[src/rtl/filter_stack_router.sv]
// filter_stack_router
// Routes a pixel stream through a configurable-depth chain of external filter
// stages. The stage count is chosen from a tempo (BPM) estimate, and it is only
// changed between frames, once every pixel of the old frame has come back out.
//
// Ports
//   clk, reset          clock, synchronous active-high reset
//   pixel_in*           source pixel stream (valid/ready handshake, sof marker)
//   BPM_estimate        tempo used to pick the stage count
//   filter_enable       0 forces bypass (no stages)
//   stage_in_*          feed into external stage 0 (combinational from pixel_in)
//   tap_data/tap_valid  outputs of every external stage, stage k at slice k
//   pixel_out*          registered routed output stream
//   depth               number of active stages for the current frame
//   err_underflow       sticky: selected tap fired with nothing in flight
module filter_stack_router #(
   parameter int DATA_W   = 8,
   parameter int N_STAGES = 4,
   parameter int MAX_BPM  = 255,
   parameter int BPM_T1   = 100,
   parameter int BPM_T2   = 140,
   parameter int CNT_W    = 6
) (
   input  logic                            clk,
   input  logic                            reset,
   input  logic [DATA_W-1:0]               pixel_in,
   input  logic                            pixel_in_valid,
   input  logic                            pixel_in_sof,
   output logic                            pixel_in_ready,
   input  logic [$clog2(MAX_BPM+1)-1:0]    BPM_estimate,
   input  logic                            filter_enable,
   output logic [DATA_W-1:0]               stage_in_data,
   output logic                            stage_in_valid,
   input  logic [N_STAGES*DATA_W-1:0]      tap_data,
   input  logic [N_STAGES-1:0]             tap_valid,
   output logic [DATA_W-1:0]               pixel_out,
   output logic                            pixel_out_valid,
   output logic                            pixel_out_sof,
   output logic [$clog2(N_STAGES+1)-1:0]   depth,
   output logic                            err_underflow
);

   localparam int BPM_W   = $clog2(MAX_BPM+1);
   localparam int DEPTH_W = $clog2(N_STAGES+1);
   localparam logic [CNT_W-1:0]   CNT_ZERO   = {CNT_W{1'b0}};
   localparam logic [CNT_W-1:0]   CNT_ONE    = {{(CNT_W-1){1'b0}}, 1'b1};
   localparam logic [CNT_W-1:0]   CNT_MAX    = {CNT_W{1'b1}};
   localparam logic [DEPTH_W-1:0] DEPTH_ZERO = {DEPTH_W{1'b0}};

   typedef enum logic [1:0] {
      IDLE   = 2'd0,
      RUN    = 2'd1,
      DRAIN  = 2'd2,
      SWITCH = 2'd3
   } state_t;

   state_t              state_r;
   logic [DEPTH_W-1:0]  depth_r;
   logic [CNT_W-1:0]    inflight_r;
   logic                frame_start_r;   // next pixel is the SOF that opened this frame
   logic                sof_pending_r;
   logic                err_r;
   logic [DATA_W-1:0]   pixel_out_r;
   logic                pixel_out_valid_r;
   logic                pixel_out_sof_r;

   logic [DEPTH_W-1:0]  depth_req_s;
   logic                sel_valid_s;
   logic [DATA_W-1:0]   sel_data_s;
   logic                ready_s;
   logic                sof_s;
   logic                accept_s;
   logic                route_s;
   logic                feed_s;
   logic                bypass_s;
   logic                take_s;
   logic                under_s;

   assign sof_s    = pixel_in_valid && pixel_in_sof;
   assign accept_s = pixel_in_valid && ready_s;
   // Pixels accepted in IDLE are discarded; only RUN forwards them.
   assign route_s  = accept_s && (state_r == RUN);
   assign feed_s   = route_s && (depth_r != DEPTH_ZERO);
   assign bypass_s = route_s && (depth_r == DEPTH_ZERO);
   assign take_s   = sel_valid_s && (inflight_r != CNT_ZERO);
   assign under_s  = sel_valid_s && (inflight_r == CNT_ZERO);

   assign pixel_in_ready  = ready_s;
   assign stage_in_data   = pixel_in;
   assign stage_in_valid  = feed_s;
   assign pixel_out       = pixel_out_r;
   assign pixel_out_valid = pixel_out_valid_r;
   assign pixel_out_sof   = pixel_out_sof_r;
   assign depth           = depth_r;
   assign err_underflow   = err_r;

   // Stage count requested by the current tempo and enable.
   always_comb begin
      depth_req_s = DEPTH_ZERO;
      if (!filter_enable) begin
         depth_req_s = DEPTH_ZERO;
      end else if (BPM_estimate < BPM_W'(BPM_T1)) begin
         depth_req_s = DEPTH_W'(32'd1);
      end else if (BPM_estimate < BPM_W'(BPM_T2)) begin
         depth_req_s = DEPTH_W'(32'd2);
      end else begin
         depth_req_s = DEPTH_W'(N_STAGES);
      end
   end

   // Select tap depth-1; depth 0 selects nothing.
   always_comb begin
      sel_valid_s = 1'b0;
      sel_data_s  = {DATA_W{1'b0}};
      for (int k = 0; k < N_STAGES; k++) begin
         sel_valid_s = sel_valid_s | ((depth_r == DEPTH_W'(k + 1)) & tap_valid[k]);
         sel_data_s  = sel_data_s
                     | ({DATA_W{depth_r == DEPTH_W'(k + 1)}} & tap_data[k*DATA_W +: DATA_W]);
      end
   end

   // Input handshake. A new-frame SOF is held off until the pipe has drained,
   // except the SOF that is re-presented right after SWITCH.
   always_comb begin
      ready_s = 1'b0;
      if (reset) begin
         ready_s = 1'b0;
      end else begin
         case (state_r)
            IDLE:    ready_s = !sof_s;
            RUN:     ready_s = (inflight_r != CNT_MAX) && !(sof_s && !frame_start_r);
            DRAIN:   ready_s = 1'b0;
            SWITCH:  ready_s = 1'b0;
            default: ready_s = 1'b0;
         endcase
      end
   end

   // Frame FSM: depth is only reloaded in SWITCH.
   always_ff @(posedge clk) begin
      if (reset) begin
         state_r       <= IDLE;
         depth_r       <= DEPTH_ZERO;
         frame_start_r <= 1'b0;
      end else begin
         case (state_r)
            IDLE: begin
               if (sof_s) state_r <= DRAIN;
            end
            RUN: begin
               if (sof_s && !frame_start_r) state_r <= DRAIN;
               if (accept_s) frame_start_r <= 1'b0;
            end
            DRAIN: begin
               if (inflight_r == CNT_ZERO) state_r <= SWITCH;
            end
            SWITCH: begin
               depth_r       <= depth_req_s;
               frame_start_r <= 1'b1;
               state_r       <= RUN;
            end
            default: state_r <= IDLE;
         endcase
      end
   end

   // In-flight counter: feed and take in the same cycle cancel out.
   always_ff @(posedge clk) begin
      if (reset) begin
         inflight_r <= CNT_ZERO;
      end else begin
         case ({feed_s, take_s})
            2'b10:   inflight_r <= inflight_r + CNT_ONE;
            2'b01:   inflight_r <= inflight_r - CNT_ONE;
            default: inflight_r <= inflight_r;
         endcase
      end
   end

   // Sticky underflow flag.
   always_ff @(posedge clk) begin
      if (reset) begin
         err_r <= 1'b0;
      end else if (under_s) begin
         err_r <= 1'b1;
      end
   end

   // Registered output stage and first-output-of-frame marker.
   always_ff @(posedge clk) begin
      if (reset) begin
         pixel_out_r       <= {DATA_W{1'b0}};
         pixel_out_valid_r <= 1'b0;
         pixel_out_sof_r   <= 1'b0;
         sof_pending_r     <= 1'b0;
      end else begin
         if (bypass_s) begin
            pixel_out_r       <= pixel_in;
            pixel_out_valid_r <= 1'b1;
            pixel_out_sof_r   <= sof_pending_r;
         end else if (take_s) begin
            pixel_out_r       <= sel_data_s;
            pixel_out_valid_r <= 1'b1;
            pixel_out_sof_r   <= sof_pending_r;
         end else begin
            pixel_out_valid_r <= 1'b0;
            pixel_out_sof_r   <= 1'b0;
         end
         if (state_r == SWITCH) begin
            sof_pending_r <= 1'b1;
         end else if (bypass_s || take_s) begin
            sof_pending_r <= 1'b0;
         end
      end
   end

endmodule

[config.mk]
export PLATFORM = sky130hd
export DESIGN_NAME = filter_stack_router
export DESIGN_NICKNAME = d
export VERILOG_FILES = /design/src/rtl/filter_stack_router.sv
export SDC_FILE = /design/constraint.sdc
export NUM_CORES = 1
export LEC_CHECK = 0
export CAP_MARGIN = 5
export CORE_ASPECT_RATIO = 0.6
export CORE_UTILIZATION = 36
export DETAILED_ROUTE_END_ITERATION = 8
export PLACE_DENSITY = 0.76
export SYNTH_ARGS = -nofsm -noshare
export SYNTH_HDL_FRONTEND = slang
export SYNTH_SLANG_ARGS = --single-unit
[constraint.sdc]
create_clock -name clk -period 2.8 [get_ports clk]
set_input_delay 0.56 -clock clk [delete_from_list [all_inputs] [get_ports clk]]
set_output_delay 0.56 -clock clk [all_outputs]
set_load 0.005 [all_outputs]
==> flow_summary_export.csv, run 1 <==
group,metric,value,unit
run_status,status,"finished, violations left",
run_status,violations,"setup timing",
yosys,synth_edf_count,0,
finish,syn2layout_area_growth,64.8,%
yosys,synth_cell_type_count,46,
die,num_rows,18,
grt,grt_pass1_wl,7650,um
yosys,synth_top_area_share,29.9,%
setup_path,worstPathArrival,2990,ps
yosys,syn_area,1610,sq um
clock_tree,hold_buffers,0,
setup_path,crit_buf_inv,3,
routing,routedWlPerCell,15.1,um
yosys,synthArstFlopShare,0,%
setup_path,crit_family,"buffers and inverters",
clock_tree,clock_latency,280,ps
setup_path,worst_path_max_delay_cell,"clkdlybuf4s50_1",
clock_tree,h-tree-depth,1,
sta,fin_crit_sh,101,%
routing,drtIter0Drc,67,
setup_path,critPathRequiredTime,2970,ps
yosys,yosysTopAreaCell,"dfxtp_1",
die,die_y,53.8,um
run,cap_violations,0,
routing,drc_errors,0,
grt,grt_pass1_vias,1661,
sta,setup_slack,-16.0,ps
setup_path,endpoint_kind,"register",
power,leakagePower,1.01,nW
power,worst_ir_drop_vdd,0.141,mV
finish,drive_above_1_share,19.2,%
sta,finClkSkew,2.13,ps
die,die_w,88.3,um
setup_path,critical_path.startpoint,"tap_valid[0]",
yosys,synthesis.instances,187,
yosys,synth_common_cells,"dfxtp_1, nor2_1, a21oi_1",
yosys,avgSynthCellArea,8.60,sq um
placed_design,placed_area,2540,sq um
power,p_per_area,276,nW/um^2
setup_path,crit_chain,"clkdlybuf4s50_1, mux2i_1, o211ai_1, nand2b_4, inv_6, ha_4, buf_4, ha_1, nor4bb_1, a211oi_2, o311ai_4, xnor2_1, nor2_1",
sta,maxSlewHeadroom,62.7,%
sta,whs,474,ps
placed_design,dp_worst_setup_slack,-262,ps
die,coreArea,4190,sq um
placed_design,dpl.cell_count,326,
yosys,synth-seq-cells,24,
setup_path,startpoint_type,"primary input",
placed_design,dp_hpwl,3770,um
clock_tree,root_buffer,"clkbuf_8",
yosys,yosys-top-cells-area,"dfxtp_1, mux2i_1, a22oi_2, a22oi_1, a21oi_1",
grt,grt_max_degree,26,
routing,vias_per_cell,5.21,
finish,layout.nets,335,
clock_tree,clk_path_buf_depth,2,
sta,slew_violations,0,
sta,hold_viol,0,
die,floorplan.initialDensity,38.4,%
grt,globalRouteOverflowTotal,0,
yosys,synthesis.nets,250,
sta,fmax,355,MHz
setup_path,critical_path.max_fanout,8,
finish,final_cells,331,
routing,dr.pass1.iters,4,
yosys,synthFlopType,"dfxtp_1",
sta,period_needed,2820,ps
clock_tree,cts_made_buffers,3,
clock_tree,clock-sinks,24,
sta,tightestPinTransition,558,ps
routing,wl,4990,um
placed_design,portBuffers,78,
sta,setup_violations,1,
yosys,post-synth-top-count-cell,"dfxtp_1",
yosys,ys.warnings.count,0,
sta,rsz0062_at_grt,"true",
grt,grt_usage,21.6,%
finish,num_antenna_cells,0,
die,pin_count,81,
placed_design,gp_congestion,0.865,
yosys,ys_seq_area_share,29.9,%
setup_path,worstReg2RegStart,"inflight_r[2]",
clock_tree,clkTransAtPathRegs,80,ps
sta,tns,-16.0,ps
worst_hold_path,hold_path_class,"reg2reg",
grt,grt_antenna_before_repair,0,
finish,final_design_area_no_fill,2650,sq um
routing,ant_nets,0,
setup_path,path_class,"in2reg",
routing,via_count,1725,
setup_path,max_stage_delay,470,ps
clock_tree,cts_tree,"done",
die,dieArea,4750,sq um
worst_hold_path,min_from,"pixel_out[1]",
layout by cell type (no fill, tap or decap), types with 3 or more instances in the layout:
cell type / count
o21ai_0: 3
mux2i_1: 11
a21oi_1: 14
nand3_1: 9
clkdlybuf4s50_1: 78
dfxtp_1: 24
nand2_1: 8
xnor2_1: 4
nor2_1: 17
o22ai_1: 7
a22oi_1: 11
nor2b_1: 4
buf_4: 23
ha_1: 3
a22oi_2: 7
clkbuf_8: 4
where the power goes:
part,switching (mW),internal (mW),total (mW)
sequential,0.00514,0.346,0.351
combinational,0.0410,0.0962,0.137
clock,0.118,0.126,0.244
total,0.164,0.568,0.732
per-layer routing:
metal / vias up / track usage (%) / wire length (um)
li1: 860 / - / -
met1: 793 / 27.3 / 2240
met2: 65 / 37.1 / 2270
met3: 7 / 5.37 / 423
met4: 0 / 6.45 / 56
met5: - / 0 / 0
timing repair:
item / in CTS / in global routing
buffers inserted: 0 / 1
resized for setup: 0 / 11
setup endpoints to repair: 0 / 5
stage by stage:
stage               power [mW]  utilization, %
floorplan                0.397               -
global placement         0.494            60.7
detailed placement       0.496            60.7
CTS                      0.736            62.0
global route             0.771            63.3
finish                   0.732            63.3
flip-flops by register name (all words and copies together), names as in the netlist:
name / cells
pixel_out_valid: 1
err_underflow: 1
depth: 3
state_r: 2
pixel_out: 8
frame_start_r: 1
pixel_out_sof: 1
sof_pending_r: 1
inflight_r: 6
tightest hold or removal path, stage by stage (launching register included):
cell and delay, ps:
dfxtp_1 320, nand3_1 60, a21oi_1 60
area by class of cell:
class	instances	area, sq um
clock buffers	4	55.1
fillers	390	1540
inverters	3	16.3
multi-input cells	139	1070
flip-flops and latches	24	480
well taps	60	75.1
repair buffers	101	953
worst paths after layout:
| path | depth (start not counted) | end | slack (ps) |
|---|---|---|---|
| setup / recovery | 13 | inflight_r[5] | -20 |
| hold / removal | 2 | pixel_out[1] | 470 |
| setup reg to reg | 12 | inflight_r[5] | 20 |
| hold reg to reg | 2 | pixel_out[1] | 470 |
kinds of logic (layout without fill, tap and decap cells):
group,Yosys count,count (layout),share of synthesized area (%)
mux,11,11,6.85
simple gates,60,60,21.1
buf+inv,24,108,8.40
flops,24,24,29.9
compound gates,57,57,25.9
fa+ha+maj,6,6,5.14
xor+xnor,5,5,2.72
No activity file was read; power rests on OpenSTA's default activity.
==> inputs of run 2 (changes only) <==
CTS_CLUSTER_SIZE = 20   (was unset)
==> results of run 2 <==
The final DEF is identical to that of run 1; final timing and power are the same.
==> inputs of run 3 (changes only) <==
HOLD_SLACK_MARGIN = 0.02   (was unset)
==> results of run 3 <==
The final DEF is identical to that of run 1; final timing and power are the same.
